==> src/rtl/rf_access_sched.sv <==
// rf_access_sched: write-buffered, hazard-aware access scheduler for a single-op-per-cycle register file
module rf_access_sched #(
  parameter int DW = 32,
  parameter int AW = 5,
  parameter int WBUF_DEPTH = 4,
  parameter int MAX_RD_STREAK = 4
) (
  input  logic                         CLK,
  input  logic                         RST,
  input  logic                         RD_REQ,
  input  logic [AW-1:0]                RD_ADDR1,
  input  logic [AW-1:0]                RD_ADDR2,
  output logic                         RD_GNT,
  output logic                         RD_VALID,
  output logic [DW-1:0]                RD_DATA1,
  output logic [DW-1:0]                RD_DATA2,
  input  logic                         WR_REQ,
  input  logic [AW-1:0]                WR_ADDR,
  input  logic [DW-1:0]                WR_DATA,
  output logic                         WR_GNT,
  output logic [$clog2(WBUF_DEPTH):0]  WBUF_CNT,
  output logic                         RF_READ,
  output logic                         RF_WRITE,
  output logic [AW-1:0]                RF_ADDR_R1,
  output logic [AW-1:0]                RF_ADDR_R2,
  output logic [AW-1:0]                RF_ADDR_W,
  output logic [DW-1:0]                RF_DATA_W,
  input  logic [DW-1:0]                RF_DATA_R1,
  input  logic [DW-1:0]                RF_DATA_R2
);
  localparam int PW = $clog2(WBUF_DEPTH);
  localparam int SW = $clog2(MAX_RD_STREAK + 1);

  typedef enum logic [1:0] {IDLE, WR, RD_ISSUE, RD_CAPT} state_t;

  state_t              state, state_nxt;
  logic [AW-1:0]       buf_addr [WBUF_DEPTH];
  logic [DW-1:0]       buf_data [WBUF_DEPTH];
  logic [PW-1:0]       head, tail;
  logic [PW:0]         cnt, eff_cnt;
  logic [SW-1:0]       streak, streak_nxt;
  logic [AW-1:0]       ra1, ra2;
  logic [WBUF_DEPTH-1:0] hit;
  logic                hazard, force_wr, deq, enq;

  assign deq      = state == WR;
  assign WR_GNT   = cnt < (PW+1)'(WBUF_DEPTH);
  assign enq      = WR_REQ && WR_GNT;
  assign eff_cnt  = cnt - (PW+1)'(deq);
  assign WBUF_CNT = cnt;

  // an entry is live if it lies within count of head; the head is already gone when it retires this edge
  for (genvar i = 0; i < WBUF_DEPTH; i++) begin : g_hit
    logic [PW-1:0] off;
    assign off    = PW'(i) - head;
    assign hit[i] = ({1'b0, off} < cnt) && !(deq && off == '0) &&
                    (buf_addr[i] == RD_ADDR1 || buf_addr[i] == RD_ADDR2);
  end

  assign hazard   = |hit;
  assign force_wr = !WR_GNT || (streak == SW'(MAX_RD_STREAK) && eff_cnt != '0);

  // state and read-streak registers
  always_ff @(posedge CLK or negedge RST) begin
    if (!RST) begin
      state  <= IDLE;
      streak <= '0;
    end else begin
      state  <= state_nxt;
      streak <= streak_nxt;
    end
  end

  // arbitration: grant a read unless it hits a pending write or writes must drain first
  always_comb begin
    RD_GNT     = state != RD_ISSUE && RD_REQ && !hazard && !force_wr;
    state_nxt  = state == RD_ISSUE ? RD_CAPT :
                 RD_GNT            ? RD_ISSUE :
                 eff_cnt != '0     ? WR : IDLE;
    streak_nxt = state == RD_ISSUE ? streak :
                 RD_GNT            ? streak + SW'(eff_cnt != '0) :
                 eff_cnt != '0     ? '0 : streak;
  end

  // write buffer pointers and occupancy
  always_ff @(posedge CLK or negedge RST) begin
    if (!RST) begin
      head <= '0;
      tail <= '0;
      cnt  <= '0;
    end else begin
      if (enq) tail <= tail + 1'b1;
      if (deq) head <= head + 1'b1;
      cnt <= cnt + (PW+1)'(enq) - (PW+1)'(deq);
    end
  end

  // write buffer storage; contents are meaningless outside the live window so need no reset
  always_ff @(posedge CLK) begin
    if (enq) begin
      buf_addr[tail] <= WR_ADDR;
      buf_data[tail] <= WR_DATA;
    end
  end

  // latch granted read addresses and capture file data at the end of the capture cycle
  always_ff @(posedge CLK or negedge RST) begin
    if (!RST) begin
      ra1      <= '0;
      ra2      <= '0;
      RD_VALID <= 1'b0;
      RD_DATA1 <= '0;
      RD_DATA2 <= '0;
    end else begin
      if (RD_GNT) begin
        ra1 <= RD_ADDR1;
        ra2 <= RD_ADDR2;
      end
      RD_VALID <= state == RD_CAPT;
      if (state == RD_CAPT) begin
        RD_DATA1 <= RF_DATA_R1;
        RD_DATA2 <= RF_DATA_R2;
      end
    end
  end

  // register-file control decoded from state; idle buses are held at zero
  always_comb begin
    RF_READ    = state == RD_ISSUE || state == RD_CAPT;
    RF_WRITE   = deq;
    RF_ADDR_R1 = RF_READ ? ra1 : '0;
    RF_ADDR_R2 = RF_READ ? ra2 : '0;
    RF_ADDR_W  = RF_WRITE ? buf_addr[head] : '0;
    RF_DATA_W  = RF_WRITE ? buf_data[head] : '0;
  end
endmodule
==> config.mk <==
export PLATFORM = sky130hd
export DESIGN_NAME = rf_access_sched
export DESIGN_NICKNAME = d
export VERILOG_FILES = /design/src/rtl/rf_access_sched.sv
export SDC_FILE = /design/constraint.sdc
export NUM_CORES = 1
export LEC_CHECK = 0
export ABC_AREA = 0
export BUFFER_PORTS_ARGS = -buffer_cell sky130_fd_sc_hd__buf_2
export CAP_MARGIN = 20
export CORE_MARGIN = 2
export CORE_UTILIZATION = 54
export DETAILED_ROUTE_END_ITERATION = 16
export HOLD_SLACK_MARGIN = 0.02
export PLACE_DENSITY = 0.8
export SETUP_SLACK_MARGIN = 0.5
export SKIP_CTS_REPAIR_TIMING = 1
export SYNTH_ARGS = -nofsm -noshare
export SYNTH_HDL_FRONTEND = slang
export SYNTH_SLANG_ARGS = --single-unit
==> constraint.sdc <==
create_clock -name CLK -period 4 [get_ports CLK]
set_input_delay 0.8 -clock CLK [delete_from_list [all_inputs] [get_ports CLK]]
set_output_delay 0.8 -clock CLK [all_outputs]
set_load 0.01 [all_outputs]
* Word level (Yosys, flattened, before mapping) *
Memory sizes are Yosys's and may differ from the RTL's.
Cells that the tools add are included.
Widths: inputs -> output; s select.

storage, ports and cells
  register bits after elaboration = 87
  memory bits (writable) = 148
  input port bits = 115
  output and inout bits = 119
  word-level logic and storage cells = 90
  memories kept = 2

memory list
  memory    depth  bits a word  rd ports  clocked after Yosys merged registers in  write ports  RTL line  source
  buf_data  4      32           1         0                                        1            38        logic [DW-1:0] buf_data [WBUF_DEPTH];
  buf_addr  4      5            5         0                                        1            37        logic [AW-1:0] buf_addr [WBUF_DEPTH];

operators by class
  add/sub/neg operators = 10
  $lt $le $gt $ge = 5
  equality and inequality tests = 13
  muxes and demuxes = 11
  bitwise logic cells = 1
  reduce and logical (&&, ||, !) cells = 38

operators with widths
  kind                 number
  $eq 5x5->1           8
  $mux 32              1
  $logic_and 1x1->1    17
  $mux 5               3
  $lt 2x3->1           4
  $logic_not 2->1      4
  $logic_not 1->1      7
  $add 3x1->3          2
  $logic_or 1x1->1     6
  $mux 3               2
  $sub 3x1->3          2
  $add 2x1->2 const B  2
  $eq 2x2->1 const B   2
  $mux 2               2
  $reduce_or 4->1      1
  $sub 1x2->2 const A  2
  $sub 2x2->2 const A  2
  $eq 3x3->1 const B   1
  $lt 3x3->1 const B   1
  $mux 1               3
  $reduce_bool 3->1    1
  $eq 2x1->1 const B   1
  $ne 2x2->1 const B   1
  $reduce_and 2->1     1
  2 further kinds      2

* Depth between registers and ports, before layout *
Gate-level depths: netlist of run 1.

  word-level depth = 12
  gate-level depth with buffers = 14
  mapped depth without buffers = 9

* Least setup slack after synthesis of run 1 *
No wires, ideal clock.

  path type = register to output
  from = register head[0]
  to = output RD_GNT
  arrival time = 2819 ps
  required time = 3200 ps
  slack = 381 ps
  cell stages (with the launch flop) = 14
  path buffers = 5
  path through = dfrtp_1 -> clkbuf_1 -> buf_2 -> buf_2 -> inv_1 -> ha_1 -> inv_1 -> ha_1 -> a21oi_1 -> a2bb2oi_1 -> a221oi_4 -> and2_1 -> buf_6 -> buf_12

on the way
  cells in the longest elaborated chain, start to end = 10
  elaborated cells between the ends (all ways) = 32
  classes of those cells = add/sub: 4; order compare: 4; reduce/logical: 24

RTL lines
  element                                                             RTL line  source
  start: declaration                                                  39        logic [PW-1:0] head, tail;
  start signal: assignment                                            93        if (deq) head <= head + 1'b1;
  $sub 1x2->2 (*)                                                     55        assign off = PW'(i) - head;
  named net g_hit[1].off[0]                                           54        logic [PW-1:0] off;
  parallel branches: the longest is 3 deep, another holds $lt 2x3->1  -
  $logic_and 1x1->1 (*) (2 in series)                                 56        assign hit[i] = ({1'b0, off} < cnt) && !(deq && off == '0) &&
  $reduce_or 4->1 (*)                                                 60        assign hazard = |hit;
  $logic_not 1->1 (*)                                                 76        RD_GNT = state != RD_ISSUE && RD_REQ && !hazard && !force_wr;
  $logic_and 1x1->1 (*) (2 in series)                                 76
  end: declaration                                                    13        output logic RD_GNT,

Mark *: on every way through the listed nets, which the timed path passes.

* Final worst setup path of run 1 *
Ends and elaborated chain as after synthesis.

==> reports/metrics.cfg, run 1 <==
[run_status]
status = complete, no violations

[synthesis]
synth_top_area_share_pct = 45.1
ys_types = 34
yosys_warnings = 0
synth_top_cell_by_area = edfxtp_1
syn_area_per_cell_um2 = 17.3
synth_edf_count = 148
synthArstFlopShare_pct = 37.0
syn_inst = 570
syn_nets = 703
synthFlopType = edfxtp_1
synth_area_leaders = edfxtp_1, dfrtp_1, mux4_2
synth_area_mm2 = 0.00985
seq_area_frac_synth_pct = 67.2
ys_ff_latch = 235

[finish]
nets = 936
fin_util_pct = 67.3
instances_no_fill = 1051
layout-drive-gt1-share_pct = 50.3
area_delta_synth_final_pct = 22.3
fill_cells = 1244

[global_routing]
grt_pass1_vias = 6130
grt_pass1_wl_mm = 32.3
grt_max_degree = 88
overflow = 0
antenna_found_initial = 3
track_usage_pct = 20.9

[detailed_routing]
num_vias = 5634
final_antenna_net_count = 0
dr.pass1.iters = 5
wire_per_inst_um = 19.4
drc_errors = 0
drtIter0Drc = 280
vias_per_cell = 5.36
finalWirelength_mm = 20.4

[placement]
portBuffers = 233
dp.final_hpwl_mm = 13.5
finalWeightedCongestion = 0.859
dp.cells = 1001

[hold_path]
hp-class = primary input to async pin

[critical_path]
crit_fanout = 8
cp-start-kind = flip-flop
crit_path_end_kind = output port
critPathKind = flip-flop to output port
cp.arrival_ns = 2.59
crit_required_ns = 3.20

[sta]
finalSetupViolations = 0
fin_crit_sh_pct = 84.7
slew_violations = 0
slew-limit-headroom_pct = 29.4
hold_violations = 0
skew_ns = 0.00892
rsz0062_at_grt = false
worst_slew_pin_slew_ns = 1.06
clock.fmax_mhz = 295
tns_ns = 0
fin_crit_ns = 3.39

[power_and_ir_drop]
powerDensity_mw_per_mm2 = 770
finalPower_mw = 9.28
ir_drop_v = 0.000578
leakagePower_nw = 4.92

[flow_run]
maxCapViolCount = 0

[clocking]
clock_path_buffers = 3
cts_buffers = 25
cts-root-buf = clkbuf_16
cts_max_level = 1
insertion_delay_ns = 0.51
cts.sinks = 235
clk_pin_slew_worst_paths_ns = 0.06
tritoncts = yes

[floorplanning]
start_util_pct = 55.0
placementRows = 49
core_mm2 = 0.0179
num_io_pins = 234
die_y_um = 139
fp.dieArea_mm2 = 0.0193
dieWidth_um = 139

area by class of cell:
type / count / area, um^2 / share of cell area (%)
clock inverters: 13 / 96.3 / 0.800
multi-input cells: 284 / 3010 / 25.0
repair buffers: 243 / 1280 / 10.6
clock buffers: 32 / 701 / 5.82
flip-flops and latches: 235 / 6630 / 55.0
well taps: 229 / 287 / 2.38
diodes: 1 / 2.50 / 0.0208
inverters: 14 / 52.6 / 0.436
routing by layer:
| metal | wire length [um] | vias up | GRT usage (%) |
|---|---|---|---|
| met5 | 22 | - | 0 |
| met4 | 438 | 4 | 5.21 |
| met3 | 1100 | 38 | 5.01 |
| met2 | 10600 | 170 | 37.3 |
| met1 | 8230 | 2862 | 25.8 |
| li1 | - | 2560 | - |
worst max-delay path, cell delays in order (launching register included):
cell,delay [ns]
dfrtp_2,0.43
inv_1,0.11
ha_1,0.34
inv_1,0.05
ha_1,0.27
a21oi_1,0.13
a2bb2oi_1,0.30
a221oi_4,0.13
and2_1,0.19
buf_2,0.14
cell usage after synthesis, drive strengths merged, types with 3 or more instances:
| library cell | n |
|---|---|
| a2bb2oi | 3 |
| nor2 | 4 |
| dfrtp | 87 |
| nand3 | 12 |
| edfxtp | 148 |
| o21ai | 5 |
| mux2 | 74 |
| xnor2 | 45 |
| mux4 | 37 |
| inv | 14 |
| buf | 17 |
| ha | 17 |
| a21oi | 4 |
| o22ai | 4 |
| and2 | 52 |
| clkbuf | 20 |
| nand2 | 15 |
path summary, 6_finish.rpt:
path                       slack [ns]                        to  cells past startpoint           startpoint
max                              0.61                    RD_GNT                      9  head[0]$_DFFE_PN0P_
min                              0.27  RD_DATA1[15]$_DFFE_PN0P_                      1                  RST
max reg2reg                      1.34        ra1[0]$_DFFE_PN0P_                     10  head[0]$_DFFE_PN0P_
min reg2reg                      0.49        ra1[1]$_DFFE_PN0P_                      1   ra1[1]$_DFFE_PN0P_
max in group asynchronous        3.09       head[0]$_DFFE_PN0P_                      2                  RST
min in group CLK                 0.49        ra1[1]$_DFFE_PN0P_                      1   ra1[1]$_DFFE_PN0P_
metrics by stage:
stage | worst slack, ns | hold slack, ns | area (um^2)
2_1_floorplan | 0.536 | 0.472 | 9850
3_5_place_dp | 1.05 | 0.487 | 11200
5_1_grt | 0.506 | 0.296 | 12000
4_1_cts | 0.498 | 0.481 | 12000
3_3_place_gp | 1.12 | 0.481 | 11200
6_report | 0.611 | 0.273 | 12000
layout by cell type, fill, tap and decap left out, types with 3 or more instances in the layout:
master,synthesis,routed
mux4_2,37,37
inv_1,14,14
edfxtp_1,148,148
a2bb2oi_1,3,3
nor2_1,4,4
o21ai_0,5,5
nand3_1,11,11
mux2_4,5,5
nand2_1,15,14
a21oi_1,4,4
and2_1,52,48
dfrtp_1,87,84
o22ai_1,4,4
ha_1,17,17
buf_2,14,232
buf_4,0,9
and2_2,0,4
xnor2_1,44,44
dfrtp_2,0,3
clkbuf_16,0,26
clkinv_2,0,9
mux2_2,69,69
sequential cells by signal, indices dropped and copies added, names as in the netlist:
signal	count
buf_data	128
RD_DATA1	32
RD_DATA2	32
buf_addr	20
ra1	5
ra2	5
WBUF_CNT	3
streak	3
head	2
state	2
tail	2
RD_VALID	1
power by group:
| group | switching (mW) | internal [mW] |
|---|---|---|
| Combinational | 1.75 | 1.72 |
| Sequential | 0.326 | 3.28 |
| Clock | 0.899 | 1.30 |
| Total | 2.98 | 6.30 |
cells by family after synthesis:
kind of cell    count (synthesis)  synth area share (%)
flops                         235                  67.2
mux                           111                  17.1
simple gates                   88                  5.08
buf+inv                        51                  2.44
xor+xnor                       45                  4.08
compound gates                 22                  1.68
fa+ha+maj                      18                  2.36
(Power assumes the default switching activity.)
==> run 2: changes to the inputs <==
clock period = 3.4 ns   (was 4 ns; I/O delays follow)
==> reports/metrics.cfg, run 2 (synthesis results as in run 1) <==
[critical_path]
crit_fanout = 3  ; -5
r2r_slack_ns = 0.82  ; -0.52 ns
crit_start = head[0]$_DFFE_PN0P_
crit_required_ns = 2.72  ; -0.48 ns
r2r-end = ra1[1]$_DFFE_PN0P_
crit_path_end_kind = output port
cp-start-kind = flip-flop
critPathKind = flip-flop to output port
cp.arrival_ns = 2.39  ; -0.20 ns
r2r_cells = 11  ; +1
rr_startpoint = head[0]$_DFFE_PN0P_

[detailed_routing]
final_antenna_net_count = 0  ; unchanged
wire_per_inst_um = 19.7  ; +1.2%
num_vias = 5740  ; +1.9%
finalWirelength_mm = 20.9  ; +2.4%
drtIter0Drc = 218  ; -22%
drc_errors = 0  ; unchanged
dr.pass1.iters = 6  ; +1
vias_per_cell = 5.39  ; +0.64%

[global_routing]
antenna_found_initial = 3  ; unchanged
use_met1_pct = 26.1  ; +0.28 points
grt_pass1_vias = 6231  ; +1.6%
overflow = 0  ; unchanged
track_usage_pct = 21.4  ; +0.50 points
grtUsageMet3_pct = 5.04  ; +0.035 points
met2_usage_pct = 38.0  ; +0.70 points
grt_most_used_layer = met2
grt_pass1_wl_mm = 32.7  ; +1.3%
grt_max_degree = 69  ; -22%

[power_and_ir_drop]
pwr-share-seq_pct = 38.8  ; about the same
p_int_mw = 7.36  ; +17%
power_frac_comb_pct = 39.2  ; +1.8 points
power_switching_mw = 3.58  ; +20%
ir_drop_v = 0.000575  ; -0.48%
powerDensity_mw_per_mm2 = 903  ; +17%
finalPower_mw = 10.9  ; +18%
swShare_pct = 32.7  ; +0.63 points
leakagePower_nw = 4.94  ; +0.37%
clkPwrFrac_pct = 22.1  ; -1.6 points

[sta]
finalSetupViolations = 0  ; unchanged
worst_slew_pin_slew_ns = 0.838  ; -0.221 ns
hold_violations = 0  ; unchanged
rsz0062_at_grt = true
tns_ns = 0  ; unchanged
skew_ns = 0.0262  ; +0.0173 ns
slew-limit-headroom_pct = 44.1  ; +15 points
slew_violations = 0  ; unchanged
fin_crit_ns = 3.07
clock.fmax_mhz = 326
fin_crit_sh_pct = 90.3

[floorplanning]
dieWidth_um = 139  ; unchanged
fp.dieArea_mm2 = 0.0193  ; unchanged
core_mm2 = 0.0179  ; unchanged
die_y_um = 139  ; unchanged
start_util_pct = 55.0  ; unchanged
num_io_pins = 234  ; unchanged
placementRows = 49  ; unchanged

[finish]
largest_reg_flops = 128  ; unchanged
nets = 947  ; +1.2%
area_delta_synth_final_pct = 23.1
largest_register = buf_data
instances_no_fill = 1064  ; +1.2%
stdcell_area_mm2 = 0.0121  ; +0.65%
fin_util_pct = 67.7  ; +0.44 points
layout_commonest_cell = buf_2
reg.largest.list = buf_data (128), RD_DATA1 (32), RD_DATA2 (32)
layout_common_cells = buf_2, edfxtp_1, dfrtp_1
layout-drive-gt1-share_pct = 52.0  ; +1.7 points

[clocking]
cts-root-buf = clkbuf_16
tritoncts = yes
cts_buffers = 24  ; -4.0%
cts_max_level = 1  ; unchanged
insertion_delay_ns = 0.52  ; about the same
cts.sinks = 235  ; unchanged
clk_pin_slew_worst_paths_ns = 0.06  ; about the same
clock_path_buffers = 3  ; unchanged

[placement]
portBuffers = 233  ; unchanged
finalWeightedCongestion = 0.893  ; +4.0%
dp.cells = 1007  ; +0.60%
place_area_mm2 = 0.0113  ; +0.71%
dp.final_hpwl_mm = 14.2  ; +5.2%

[run_status]
status = complete, no violations

[hold_path]
hp-class = primary input to async pin

[flow_run]
maxCapViolCount = 0  ; unchanged

## run 2: cell types whose count changed in the layout (fill, tap and decap cells not counted), moves of 2 or more
cell	previous run	this run
a2bb2oi_1	3	1
a2bb2oi_2	0	2
buf_4	9	20
buf_6	0	3
clkbuf_16	26	24
clkbuf_4	2	0
clkinv_4	0	2
diode_2	1	3
ha_1	17	14
ha_4	0	2
inv_1	14	11
inv_2	0	2
## run 2: final cells by class
| cell class | instances | area [um^2] |
|---|---|---|
| fill | 1246 | 5780 |
| tap | 229 | 287 |
| sequential | 235 | 6630 |
| multi-input combinational | 284 | 3050 |
| antenna | 3 | 7.51 |
| inverter | 14 | 55.1 |
| clock buffer | 29 | 639 |
| clock inverter | 15 | 97.6 |
| timing repair buffer | 255 | 1360 |
## run 2: power groups by stage
| stage | Clock (mW) | Sequential (mW) | Combinational [mW] |
|---|---|---|---|
| CTS | 2.46 | 4.25 | 4.19 |
| global route | 2.57 | 4.33 | 4.66 |
| global placement | 0 | 4.24 | 4.02 |
| floorplan | 0 | 4.40 | 2.64 |
| detailed placement | 0 | 4.31 | 4.17 |
| finish | 2.41 | 4.25 | 4.29 |
## run 2: layer usage
| metal | routed length [um] | up-vias | share of wire, % |
|---|---|---|---|
| li1 | - | 2581 | - |
| met1 | 7920 | 2917 | 38 |
| met2 | 11100 | 196 | 53 |
| met3 | 1370 | 46 | 6.6 |
| met4 | 506 | 0 | 2.4 |
| met5 | 0 | - | 0 |
## run 2: worst max-delay path, stage by stage, from the launching register on
cell	delay (ns)
dfrtp_2	0.41
inv_4	0.06
ha_4	0.27
inv_2	0.04
ha_4	0.25
a21oi_2	0.04
a2bb2oi_2	0.15
a221oi_4	0.35
and2_4	0.22
buf_6	0.10
## run 2: stage by stage
stage / hold slack, ns / worst slack [ns]
after floorplan: 0.384 / 0.377
after global placement: 0.483 / 0.679
after detailed placement: 0.489 / 0.551
after CTS: 0.285 / 0.00794
after global routing: 0.339 / 0.245
final: 0.271 / 0.331
## run 2: worst max-delay path by stage
| stage | end | slack (ns) |
|---|---|---|
| global placement | RD_GNT | 0.68 |
| detailed placement | RD_GNT | 0.55 |
| finish | RD_GNT | 0.33 |
| floorplan | RD_GNT | 0.38 |
| CTS | RD_GNT | 0.008 |
| global route | RD_GNT | 0.24 |
==> run 3: changes to the inputs <==
--- a/config.mk
+++ b/config.mk
@@ -13,5 +13,6 @@
 export DETAILED_ROUTE_END_ITERATION = 16
 export HOLD_SLACK_MARGIN = 0.02
-export PLACE_DENSITY = 0.8
+export PLACE_DENSITY_LB_ADDON = 0.12
+export RECOVER_POWER = 25
 export SETUP_SLACK_MARGIN = 0.5
 export SKIP_CTS_REPAIR_TIMING = 1
==> constraint.sdc (replaced) <==
create_clock -name CLK -period 3.4 [get_ports CLK]
set_input_delay 0.68 -clock CLK [delete_from_list [all_inputs] [get_ports CLK]]
set_output_delay 0.68 -clock CLK [all_outputs]
set_load 0.1 [all_outputs]
==> reports/metrics.cfg, run 3 (synthesis results as in run 1) <==
[critical_path]
critPathMaxStageDelay_ns = 0.42  ; about the same
cp.arrival_ns = 2.54  ; +0.15 ns
critPathKind = flip-flop to output port
crit_required_ns = 2.72  ; about the same
r2r-end = ra1[4]$_DFFE_PN0P_
cp.buffers_inverters = 3  ; unchanged
r2r_cells = 10  ; -1
crit_fanout = 4  ; +1
rr_startpoint = head[0]$_DFFE_PN0P_
r2r_slack_ns = 0.84  ; +0.02 ns
cpLargestDelayFamily = compound AO/OA/AOI/OAI gates
critical_path.cell_chain = inv_4, ha_4, inv_1, ha_1, a21oi_1, a2bb2oi_2, a221oi_4, and2_4, buf_12
crit_path_end_kind = output port
critPathSlowestCell = dfrtp_2
cp-start-kind = flip-flop
crit_start = head[0]$_DFFE_PN0P_

[floorplanning]
fp.dieArea_mm2 = 0.0193  ; unchanged
num_io_pins = 234  ; unchanged
start_util_pct = 55.0  ; unchanged
dieWidth_um = 139  ; unchanged
die_y_um = 139  ; unchanged
core_mm2 = 0.0179  ; unchanged
placementRows = 49  ; unchanged

[sta]
fin_crit_ns = 3.22  ; +0.154 ns
finalSetupViolations = 0  ; unchanged
slew-limit-headroom_pct = 33.5  ; -11 points
clock.fmax_mhz = 310  ; -4.8%
rsz0062_at_grt = true
worst_slew_pin_slew_ns = 0.997  ; +0.159 ns
hold_violations = 0  ; unchanged
skew_ns = 0.0207  ; -0.00556 ns
hold_ws_ns = 0.323  ; +0.0518 ns
slew_violations = 0  ; unchanged
fin_crit_sh_pct = 94.8  ; +4.5 points

[global_routing]
grt_pass1_vias = 6029  ; -3.2%
grt_max_degree = 88  ; +28%
antenna_found_initial = 1  ; -2
grt_pass1_wl_mm = 31.2  ; -4.5%
overflow = 0  ; unchanged
track_usage_pct = 20.3  ; -1.0 points

[detailed_routing]
num_vias = 5734  ; -0.10%
final_antenna_net_count = 0  ; unchanged
drtIter0Drc = 259  ; +19%
wire_per_inst_um = 18.9  ; -4.1%
vias_per_cell = 5.36  ; -0.57%
finalWirelength_mm = 20.2  ; -3.6%
drc_errors = 0  ; unchanged
dr.pass1.iters = 4  ; -2

[finish]
fin_util_pct = 68.3  ; +0.56 points
area_delta_synth_final_pct = 24.1
layout_commonest_cell = buf_2
fill_cells = 1296  ; +4.0%
nets = 954  ; +0.74%
largest_register = buf_data
regArea_mm2 = 0.00663  ; about the same
reg.largest.list = buf_data (128), RD_DATA1 (32), RD_DATA2 (32)
largest_reg_flops = 128  ; unchanged
layout-drive-gt1-share_pct = 47.2  ; -4.8 points
multi_input_area_mm2 = 0.00304  ; -0.41%
layout_common_cells = buf_2, edfxtp_1, dfrtp_1

[flow_run]
maxCapViolCount = 0  ; unchanged

[placement]
finalWeightedCongestion = 0.784  ; -12%
dp.final_hpwl_mm = 13.4  ; -5.6%
portBuffers = 233  ; unchanged

[clocking]
clock_path_buffers = 3  ; unchanged
cts.sinks = 235  ; unchanged
cts_buffers = 26  ; +8.3%
clk_pin_slew_worst_paths_ns = 0.06  ; about the same
tritoncts = yes
cts_max_level = 1  ; unchanged
insertion_delay_ns = 0.52  ; about the same
cts-root-buf = clkbuf_16

[hold_path]
hp-class = primary input to async pin

[run_status]
status = complete, no violations

run 3: how the worst max path moves through the flow:
stage	cells past startpoint	endpoint
2_1_floorplan	13	RD_GNT
3_3_place_gp	9	RD_GNT
3_5_place_dp	9	RD_GNT
4_1_cts	9	RD_GNT
5_1_grt	8	RD_GNT
6_report	9	RD_GNT
run 3: per-stage QoR:
stage / TNS (ns) / setup slack, ns / instance area [um^2] / instances
2_1_floorplan: 0 / 0.307 / 9950 / 570
3_3_place_gp: 0 / 0.532 / 11300 / 1008
3_5_place_dp: 0 / 0.456 / 11300 / 1008
4_1_cts: -0.0935 / -0.0935 / 12000 / 1054
5_1_grt: 0 / 0.0626 / 12200 / 1068
6_report: 0 / 0.177 / 12200 / 1069
run 3: layout make-up:
class | instances | share of cell area (%)
inverters | 14 | 0.481
flip-flops and latches | 235 | 54.2
clock buffers | 35 | 5.76
well taps | 229 | 2.34
repair buffers | 260 | 11.8
multi-input cells | 284 | 24.9
clock inverters | 11 | 0.532
diodes | 1 | 0.0205
run 3: per-layer routing:
layer	routed length, um	global-route usage (%)
met5	0	0
met4	501	5.95
met3	1200	4.11
met2	10600	36.9
met1	7860	24.8
Power of run 3 is not shown: default switching activity piles up to over one toggle a cycle in this logic, so the estimate is an artifact.
